### config.mk
export PLATFORM = sky130hd
export DESIGN_NAME = serial_add_ctrl
export DESIGN_NICKNAME = d
export VERILOG_FILES = /design/src/rtl/serial_add_ctrl.sv
export SDC_FILE = /design/constraint.sdc
export NUM_CORES = 1
export LEC_CHECK = 0
export CELL_PAD_IN_SITES_DETAIL_PLACEMENT = 1
export CELL_PAD_IN_SITES_GLOBAL_PLACEMENT = 1
export CORE_UTILIZATION = 39
export DETAILED_ROUTE_END_ITERATION = 8
export MAX_ROUTING_LAYER = met4
export PLACE_DENSITY_LB_ADDON = 0.1
export SLEW_MARGIN = 20
export SYNTH_ARGS = -nofsm -noshare
export SYNTH_HDL_FRONTEND = slang
export SYNTH_SLANG_ARGS = --single-unit
export TNS_END_PERCENT = 100
### constraint.sdc
create_clock -name clk -period 3 [get_ports clk]
set_input_delay 0.75 -clock clk [delete_from_list [all_inputs] [get_ports clk]]
set_output_delay 0.75 -clock clk [all_outputs]
set_load 0.02 [all_outputs]
### src/rtl/serial_add_ctrl.sv
// ---------------------------------------------------------------------------
// serial_add_ctrl
//
// Purpose:
//   Bit-serial adder controller. A single 1-bit full-adder cell is reused
//   over WIDTH cycles to add two WIDTH-bit operands LSB first, using a
//   start/busy/done handshake towards the operand source and the consumer.
//
// Parameters:
//   WIDTH  operand/sum width in bits (>= 2), default 8
//
// Ports:
//   clk    in   clock, all state updates on the rising edge
//   rst    in   synchronous active-high reset
//   start  in   request, sampled only in IDLE or DONE
//   a, b   in   WIDTH-bit operands, captured on an accepted start
//   cin    in   carry-in, captured on an accepted start
//   busy   out  high while the adder is stepping through the bits
//   done   out  one-cycle pulse, sum/cout (and ovf) valid
//   sum    out  registered result, updated only on RUN->DONE
//   cout   out  registered carry-out, updated only on RUN->DONE
//   ovf    out  two's-complement overflow (only with SERIAL_ADD_OVF_EN)
//
// Configuration:
//   SERIAL_ADD_OVF_EN  when defined, adds the ovf port and overflow logic.
// ---------------------------------------------------------------------------
module serial_add_ctrl #(
  parameter int WIDTH = 8
) (
  input  logic             clk,
  input  logic             rst,
  input  logic             start,
  input  logic [WIDTH-1:0] a,
  input  logic [WIDTH-1:0] b,
  input  logic             cin,
  output logic             busy,
  output logic             done,
  output logic [WIDTH-1:0] sum,
  output logic             cout
`ifdef SERIAL_ADD_OVF_EN
  ,
  output logic             ovf
`endif
);

  localparam int CNT_W = (WIDTH > 1) ? $clog2(WIDTH) : 1;
  localparam logic [CNT_W-1:0] LAST_BIT = CNT_W'(WIDTH - 1);

  localparam logic [1:0] S_IDLE = 2'd0;
  localparam logic [1:0] S_RUN  = 2'd1;
  localparam logic [1:0] S_DONE = 2'd2;

  logic [1:0]       state_q, state_d;
  logic [CNT_W-1:0] cnt_q, cnt_d;
  logic [WIDTH-1:0] a_sh_q, a_sh_d;
  logic [WIDTH-1:0] b_sh_q, b_sh_d;
  logic [WIDTH-1:0] res_q, res_d;
  logic             carry_q, carry_d;
  logic [WIDTH-1:0] sum_q, sum_d;
  logic             cout_q, cout_d;
`ifdef SERIAL_ADD_OVF_EN
  logic             ovf_q, ovf_d;
`endif

  // The shared full-adder cell always looks at the current LSBs and carry.
  logic fa_s;
  logic fa_c;

  always_comb begin
    fa_s = a_sh_q[0] ^ b_sh_q[0] ^ carry_q;
    fa_c = (a_sh_q[0] & b_sh_q[0]) | (a_sh_q[0] & carry_q) | (b_sh_q[0] & carry_q);
  end

  always_comb begin
    state_d = state_q;
    cnt_d   = cnt_q;
    a_sh_d  = a_sh_q;
    b_sh_d  = b_sh_q;
    res_d   = res_q;
    carry_d = carry_q;
    sum_d   = sum_q;
    cout_d  = cout_q;
`ifdef SERIAL_ADD_OVF_EN
    ovf_d   = ovf_q;
`endif

    case (state_q)
      // DONE accepts a new start exactly like IDLE so back-to-back ops
      // run with no idle bubble in between.
      S_IDLE, S_DONE: begin
        if (start) begin
          a_sh_d  = a;
          b_sh_d  = b;
          carry_d = cin;
          cnt_d   = '0;
          state_d = S_RUN;
        end else begin
          state_d = S_IDLE;
        end
      end

      S_RUN: begin
        a_sh_d  = a_sh_q >> 1;
        b_sh_d  = b_sh_q >> 1;
        res_d   = {fa_s, res_q[WIDTH-1:1]};
        carry_d = fa_c;
        cnt_d   = cnt_q + CNT_W'(1);
        if (cnt_q == LAST_BIT) begin
          state_d = S_DONE;
          sum_d   = {fa_s, res_q[WIDTH-1:1]};
          cout_d  = fa_c;
`ifdef SERIAL_ADD_OVF_EN
          // carry_q is the carry into the MSB on the last bit step.
          ovf_d   = carry_q ^ fa_c;
`endif
        end
      end

      default: begin
        state_d = S_IDLE;
      end
    endcase
  end

  always_ff @(posedge clk) begin
    if (rst) begin
      state_q <= S_IDLE;
      cnt_q   <= '0;
      a_sh_q  <= '0;
      b_sh_q  <= '0;
      res_q   <= '0;
      carry_q <= 1'b0;
      sum_q   <= '0;
      cout_q  <= 1'b0;
`ifdef SERIAL_ADD_OVF_EN
      ovf_q   <= 1'b0;
`endif
    end else begin
      state_q <= state_d;
      cnt_q   <= cnt_d;
      a_sh_q  <= a_sh_d;
      b_sh_q  <= b_sh_d;
      res_q   <= res_d;
      carry_q <= carry_d;
      sum_q   <= sum_d;
      cout_q  <= cout_d;
`ifdef SERIAL_ADD_OVF_EN
      ovf_q   <= ovf_d;
`endif
    end
  end

  assign busy = (state_q == S_RUN);
  assign done = (state_q == S_DONE);
  assign sum  = sum_q;
  assign cout = cout_q;
`ifdef SERIAL_ADD_OVF_EN
  assign ovf  = ovf_q;
`endif

endmodule

==> results of run 1 <==
==> metrics by stage <==
stage	hold WS, ns	total power, uW
finish	0.455	997
global route	0.482	1050
CTS	0.458	1010
detailed placement	0.448	681
global placement	0.442	672
floorplan	0.437	642
==> worst paths after layout <==
check	end	slack, ns	cells after the start
min reg2reg	sum[3]$_SDFFE_PP0P_	0.45	2
min	sum[3]$_SDFFE_PP0P_	0.45	2
max	busy	0.53	3
max reg2reg	cout$_SDFFE_PP0P_	1.29	5
==> synthesized netlist by cell type <==
master | instances | area, um2
nand3b_1 | 1 | 7.51
a21oi_1 | 21 | 105
nand3_1 | 14 | 70.1
o21a_1 | 1 | 7.51
buf_6 | 3 | 33.8
nand2_1 | 57 | 214
a311oi_1 | 15 | 131
buf_2 | 4 | 20.0
nor2b_1 | 2 | 12.5
dfxtp_1 | 38 | 761
nand2b_1 | 3 | 18.8
clkbuf_1 | 5 | 18.8
fa_1 | 1 | 20.0
nor2_1 | 17 | 63.8
buf_4 | 4 | 30.0
inv_2 | 1 | 3.75
ha_1 | 2 | 25.0
==> per-layer routing <==
layer | part of all wire, % | vias to the layer above | wire, um
met4 | 0.60 | 0 | 21
met3 | 4.7 | 2 | 162
met5 | 0 | - | 0
met2 | 49 | 29 | 1690
li1 | - | 684 | -
met1 | 46 | 649 | 1600
==> layout make-up <==
class | count | area share, %
inverter | 1 | 0.198
clock buffer | 7 | 4.02
multi-input combinational | 134 | 35.6
sequential | 38 | 40.1
tap | 48 | 3.16
timing repair buffer | 33 | 17.0
==> worst reg2reg max path, delay by kind of cell (launching register included) <==
kind,cells,cell delay (ns)
flip-flops,1,0.36
adder cells (fa/ha/maj),2,0.58
AO/OA/AOI/OAI,1,0.08
AND/OR/NAND/NOR,2,0.58
==> logic make-up after synthesis <==
| family | Yosys count |
|---|---|
| AOI/OAI and AO/OA | 37 |
| adders and majority gates | 3 |
| buffers and inverters | 17 |
| DFF | 38 |
| and+or+nand+nor | 94 |
==> registers in the layout (all words and copies together) (netlist names) <==
signal,cells
carry_q,1
a_sh_q,8
state_q,2
sum,8
b_sh_q,8
cnt_q,3
res_q,7
cout,1
==> power by group through the flow <==
stage                     clock network [uW]  registers, uW  logic [uW]
after floorplan                            0            553        88.8
after global placement                     0            556         117
after detailed placement                   0            558         123
after CTS                                339            546         125
after global routing                     360            550         138
final                                    328            546         123
==> summary.md, run 1 <==
| Metric | Value |
|---|---|
| Status | `finished clean` |
| Drt drc | `0` |
| GP Congestion | `0.688` |
| Layout Nets | `236` |
| RSZ-0062 raised after global routing | `no` |
| Critical Path Max Stage Delay | `0.66 ns` |
| Crit path buf inv count | `2` |
| Worst reg2reg path startpoint | `cnt_q[0]$_SDFFE_PP0P_` |
| Grt met2 use | `32.9%` |
| Grt met1 use | `20.8%` |
| Clk root buf | `clkbuf_8` |
| Placed cells | `254` |
| IO Port Bufs | `30` |
| First-pass GRT wire length | `5.93 mm` |
| Post-cts resize count | `0` |
| Xor-xnor portion of the synthesized cell area | `0%` |
| Synthesized area | `1540 um2` |
| Post-CTS setup buffers | `0` |
| Synthesis Warnings | `0` |
| Avg WL per Cell | `13.3 um` |
| # clock sinks | `38` |
| Antenna violations before repair | `0` |
| Required time of the critical path | `2.25 ns` |
| Maxcap violations | `0` |
| Compound-Gate Fraction of Synth Area | `15.8%` |
| Row cnt | `22` |
| Switching Share | `25.4%` |
| Post-Route WL | `3.48 mm` |
| Die width | `64.9 um` |
| Share of layout cells above drive strength 1 | `4.23%` |
| Mux cell area share after synthesis | `0%` |
| H-tree lvl count | `2` |
| Die Height | `64.9 um` |
| CTS max path bufs | `2` |
| Area delta synth->final | `23.1%` |
| Clock transition at path regs | `0.07 ns` |
| Data arrival, critical path | `1.72 ns` |
| GRT Total Usage | `19.3%` |
| Crit path max-delay family | `buffers and inverters` |
| Setup crit start | `state_q[0]$_SDFFE_PP0P_` |
| Met3 Track Usage GR | `6.34%` |
| Busiest metal layer after global routing | `met2` |
| Pwr dens | `525 nW/um2` |
| Ant diodes | `0` |
| Combinational share of power | `12.3%` |
| Pin count of the biggest net entering global routing | `44` |
| Setup CP Type | `reg2out` |
| Vias | `1364` |
| Router iterations before antenna repair | `4` |
| Syn nets | `212` |
| Hold buffers post-CTS | `0` |
| Synthesized netlist cell count | `189` |
| Commonest non-fill, non-tap cell in the layout | `nand2_1` |
| Clock network power share | `32.9%` |
| CTS tree | `built` |
| Final hold vios | `0` |
| Fill count | `479` |
| Int Pwr | `744 uW` |
| Floorplan core area | `3720 um2` |
| Synth Area in Simple Gates | `25.1%` |
| Area of the multi-input gates | `676 um2` |
| FF+latch area | `761 um2` |
| Sw power | `253 uW` |
| Avg Inst Size Synth | `8.16 um2` |
| Setup Skew | `0.00377 ns` |
| Vias in the first global route | `1306` |
| Total die area | `4210 um2` |
| Worst min path class | `reg2reg` |
| Util after Layout | `51.1%` |
| Design Area, Final | `1900 um2` |
| Post-synth cell types | `17` |
| Worst vdd ir | `0.000276 V` |
| Later-pin clock latency in the skew report | `0.29 ns` |
| Dpl cell area | `1820 um2` |
| CP max stage cell | `clkdlybuf4s50_1` |
| Crit path launch type | `flop` |
| Vias per inst | `5.23` |
| P_leak | `0.000678 uW` |
| Flops & latches, synth | `38` |
| Worst path cell trace | `nand2b_1 -> inv_2 -> clkdlybuf4s50_1` |
| Top Ports | `31` |
| Fin crit share | `82.4%` |
| Worst hold start | `sum[3]$_SDFFE_PP0P_` |
| DP HPWL | `2.36 mm` |
| Final Non-Filler Cells | `261` |
| Worst-path fanout max | `20` |
| Crit. End Element | `primary output` |
| Worst-Margin Slew | `0.793 ns` |
| Setup TNS | `0 ns` |
| Final slew viol count | `0` |
| Rel. slew slack | `47.1%` |
| Total gr overflow | `0` |
| Setup WS pre-CTS | `0.643 ns` |
| Commonest cells after routing, fill and taps aside | `nand2_1 (57), dfxtp_1 (38), clkdlybuf4s50_1 (30)` |
| Final setup viols | `0` |
| Seq/Total Area, Yosys | `49.3%` |
| Adder-Cell Fraction of Synth Area | `2.92%` |
| ANT nets after route | `0` |
| DRT iter0 DRCs | `64` |
| Setup ws final | `0.527 ns` |
| Largest family of logic cells by synthesized area | `simple AND/OR/NAND/NOR gates` |
| FMAX | `404 MHz` |
| Flop pwr share | `54.8%` |
| Starting Density | `41.5%` |
| Post-layout min period | `2.47 ns` |
| Total CTS buffers | `5` |
Power figures use the tool's default switching activity.
==> inputs of run 2 (changes only) <==
--- a/config.mk
+++ b/config.mk
@@ -7,7 +7,7 @@
 export LEC_CHECK = 0
 export CELL_PAD_IN_SITES_DETAIL_PLACEMENT = 1
 export CELL_PAD_IN_SITES_GLOBAL_PLACEMENT = 1
-export CORE_UTILIZATION = 39
+export CORE_UTILIZATION = 37
 export DETAILED_ROUTE_END_ITERATION = 8
 export MAX_ROUTING_LAYER = met4
 export PLACE_DENSITY_LB_ADDON = 0.1
==> constraint.sdc (replaced) <==
create_clock -name clk -period 2.43 [get_ports clk]
set_input_delay 0.6075 -clock clk [delete_from_list [all_inputs] [get_ports clk]]
set_output_delay 0.6075 -clock clk [all_outputs]
set_load 0.02 [all_outputs]
==> run 2 against run 1 <==
Against the previous run: power increased by 24%; sequential share of layout area decreased by 0.73 points; global-route usage decreased by 0.60 points; core utilization decreased by 2.8 points; via count increased by 1.8%; combinational power increased by 28%; hold slack got worse by 0.00051 ns; clock power increased by 22%; wire length increased by 1.4%; sequential cell count unchanged; largest cell class unchanged.
==> summary.md, run 2 (same netlist as run 1, synthesis figures left out) <==
| Metric | Value |
|---|---|
| Worst-Margin Slew | `0.422 ns` |
| DRT iter0 DRCs | `67` |
| Avg WL per Cell | `13.2 um` |
| Setup CP Type | `reg2out` |
| Util after Layout | `48.4%` |
| Cells on worst reg2reg path | `4` |
| GRT Total Usage | `18.7%` |
| Total gr overflow | `0` |
| Floorplan core area | `4000 um2` |
| Hold buffers post-CTS | `0` |
| Crit. End Element | `primary output` |
| Pin count of the biggest net entering global routing | `44` |
| Rel. slew slack | `71.8%` |
| Crit path launch type | `flop` |
| DP HPWL | `2.46 mm` |
| Placed cells | `260` |
| Vias per inst | `5.20` |
| Drt drc | `0` |
| Critical Path Max Stage Delay | `0.60 ns` |
| Setup Skew | `0.00378 ns` |
| Post-Route WL | `3.53 mm` |
| FMAX | `480 MHz` |
| Row cnt | `23` |
| Total die area | `4430 um2` |
| Clk root buf | `clkbuf_8` |
| Setup ws final | `0.346 ns` |
| CTS max path bufs | `2` |
| Top Ports | `31` |
| Vias in the first global route | `1420` |
| RSZ-0062 raised after global routing | `no` |
| Commonest cells after routing, fill and taps aside | `nand2_1 (57), dfxtp_1 (38), clkdlybuf4s50_1 (30)` |
| Setup WS pre-CTS | `0.476 ns` |
| Worst path cell trace | `nand2b_1 -> inv_2 -> clkdlybuf4s50_1` |
| Die Height | `66.6 um` |
| Setup TNS | `0 ns` |
| First-pass GRT wire length | `6.05 mm` |
| Final setup viols | `0` |
| Final slew viol count | `0` |
| Area delta synth->final | `25.4%` |
| Crit path buf inv count | `2` |
| Vias | `1388` |
| Crit path max-delay family | `buffers and inverters` |
| Final hold vios | `0` |
| Stages on worst setup path | `3` |
| R2r setup slk | `1.05 ns` |
| Layout Nets | `240` |
| Required time of the critical path | `1.82 ns` |
| CTS tree | `built` |
| Clock transition at path regs | `0.07 ns` |
| Fill count | `489` |
| Status | `finished clean` |
| Worst-path fanout max | `5` |
| Later-pin clock latency in the skew report | `0.28 ns` |
| Worst min path class | `reg2reg` |
| P_leak | `0.000704 uW` |
| Worst reg2reg path startpoint | `state_q[0]$_SDFFE_PP0P_` |
| Power Total | `1230 uW` |
| Pwr dens | `637 nW/um2` |
| Starting Density | `38.6%` |
| Setup crit start | `state_q[0]$_SDFFE_PP0P_` |
| Total CTS buffers | `5` |
| Terminus of the critical flop-to-flop path | `b_sh_q[1]$_SDFFE_PP0P_` |
| ANT nets after route | `0` |
| Ant diodes | `0` |
| Fin crit share | `85.8%` |
| Data arrival, critical path | `1.48 ns` |
| Worst vdd ir | `0.000301 V` |
| Post-CTS setup buffers | `0` |
| Maxcap violations | `0` |
| Post-cts resize count | `0` |
| # clock sinks | `38` |
| IO Port Bufs | `30` |
| H-tree lvl count | `2` |
| Antenna violations before repair | `0` |
| Share of layout cells above drive strength 1 | `6.91%` |
| Final Non-Filler Cells | `267` |
| Die width | `66.6 um` |
| CP endpoint | `busy` |
| GP Congestion | `0.720` |
| Post-layout min period | `2.08 ns` |
| CP max stage cell | `clkdlybuf4s50_1` |
| Router iterations before antenna repair | `4` |
| Commonest non-fill, non-tap cell in the layout | `nand2_1` |
==> run 2: cell types whose count changed in the layout (fill, tap and decap cells not counted), sizes merged <==
cell / delta
buf: +4
clkbuf: -2
clkinv: +2
==> run 2: per-stage QoR <==
stage	area [um2]	hold WS, ns
floorplan	1540	0.437
global placement	1860	0.440
detailed placement	1860	0.449
CTS	1930	0.459
global route	1930	0.482
finish	1930	0.454
==> run 2: how the worst min path moves through the flow <==
stage	startpoint	to	depth (start not counted)
4_1_cts	sum[7]$_SDFFE_PP0P_	sum[7]$_SDFFE_PP0P_	2
3_5_place_dp	sum[7]$_SDFFE_PP0P_	sum[7]$_SDFFE_PP0P_	2
6_report	sum[7]$_SDFFE_PP0P_	sum[7]$_SDFFE_PP0P_	2
3_3_place_gp	sum[4]$_SDFFE_PP0P_	sum[4]$_SDFFE_PP0P_	2
5_1_grt	sum[7]$_SDFFE_PP0P_	sum[7]$_SDFFE_PP0P_	2
2_1_floorplan	res_q[1]$_SDFFE_PP0P_	res_q[1]$_SDFFE_PP0P_	2
==> run 2: layer usage <==
layer  track usage, %  up-vias  wire (um)
met5                -        -          0
met4             7.98        0         61
met3             4.28        7        121
met2             34.7       27       1780
met1             18.4      663       1560
li1                 -      691          -
==> run 2: worst register-to-register path, delay by kind of cell, from the launching register on <==
kind                   cells  cell delay [ns]
AND/OR/NAND/NOR            2             0.35
buffers and inverters      1             0.26
AO/OA/AOI/OAI              1             0.26
flip-flops                 1             0.42
==> run 2: where the power goes <==
part	total [uW]	switching, uW	internal [uW]
Sequential	675	20.4	655
Combinational	157	85.2	71.3
Clock	401	209	192
==> run 2: area by class of cell <==
| class | count | area [um2] | area share (%) |
|---|---|---|---|
| Clock buffer | 5 | 68.8 | 3.56 |
| Clock inverter | 2 | 10.0 | 0.517 |
| Inverter | 1 | 3.75 | 0.194 |
| Multi-Input combinational cell | 134 | 676 | 34.9 |
| Sequential cell | 38 | 761 | 39.3 |
| Tap cell | 50 | 62.6 | 3.23 |
| Timing Repair Buffer | 37 | 353 | 18.2 |
==> inputs of run 3 (changes only) <==
==> constraint.sdc (replaced) <==
create_clock -name clk -period 2.38 [get_ports clk]
set_input_delay 0.595 -clock clk [delete_from_list [all_inputs] [get_ports clk]]
set_output_delay 0.595 -clock clk [all_outputs]
set_load 0.02 [all_outputs]
==> results of run 3 <==
The final DEF is identical to that of run 2. Status: finished clean.
Main changes from that run: setup slack after placement 0.476 ns -> 0.439 ns; setup slack after layout 0.346 ns -> 0.308 ns; register-to-register setup slack 1.05 ns -> 1.00 ns; total power 1230 uW -> 1260 uW; worst IR drop on VDD 0.000301 V -> 0.000307 V
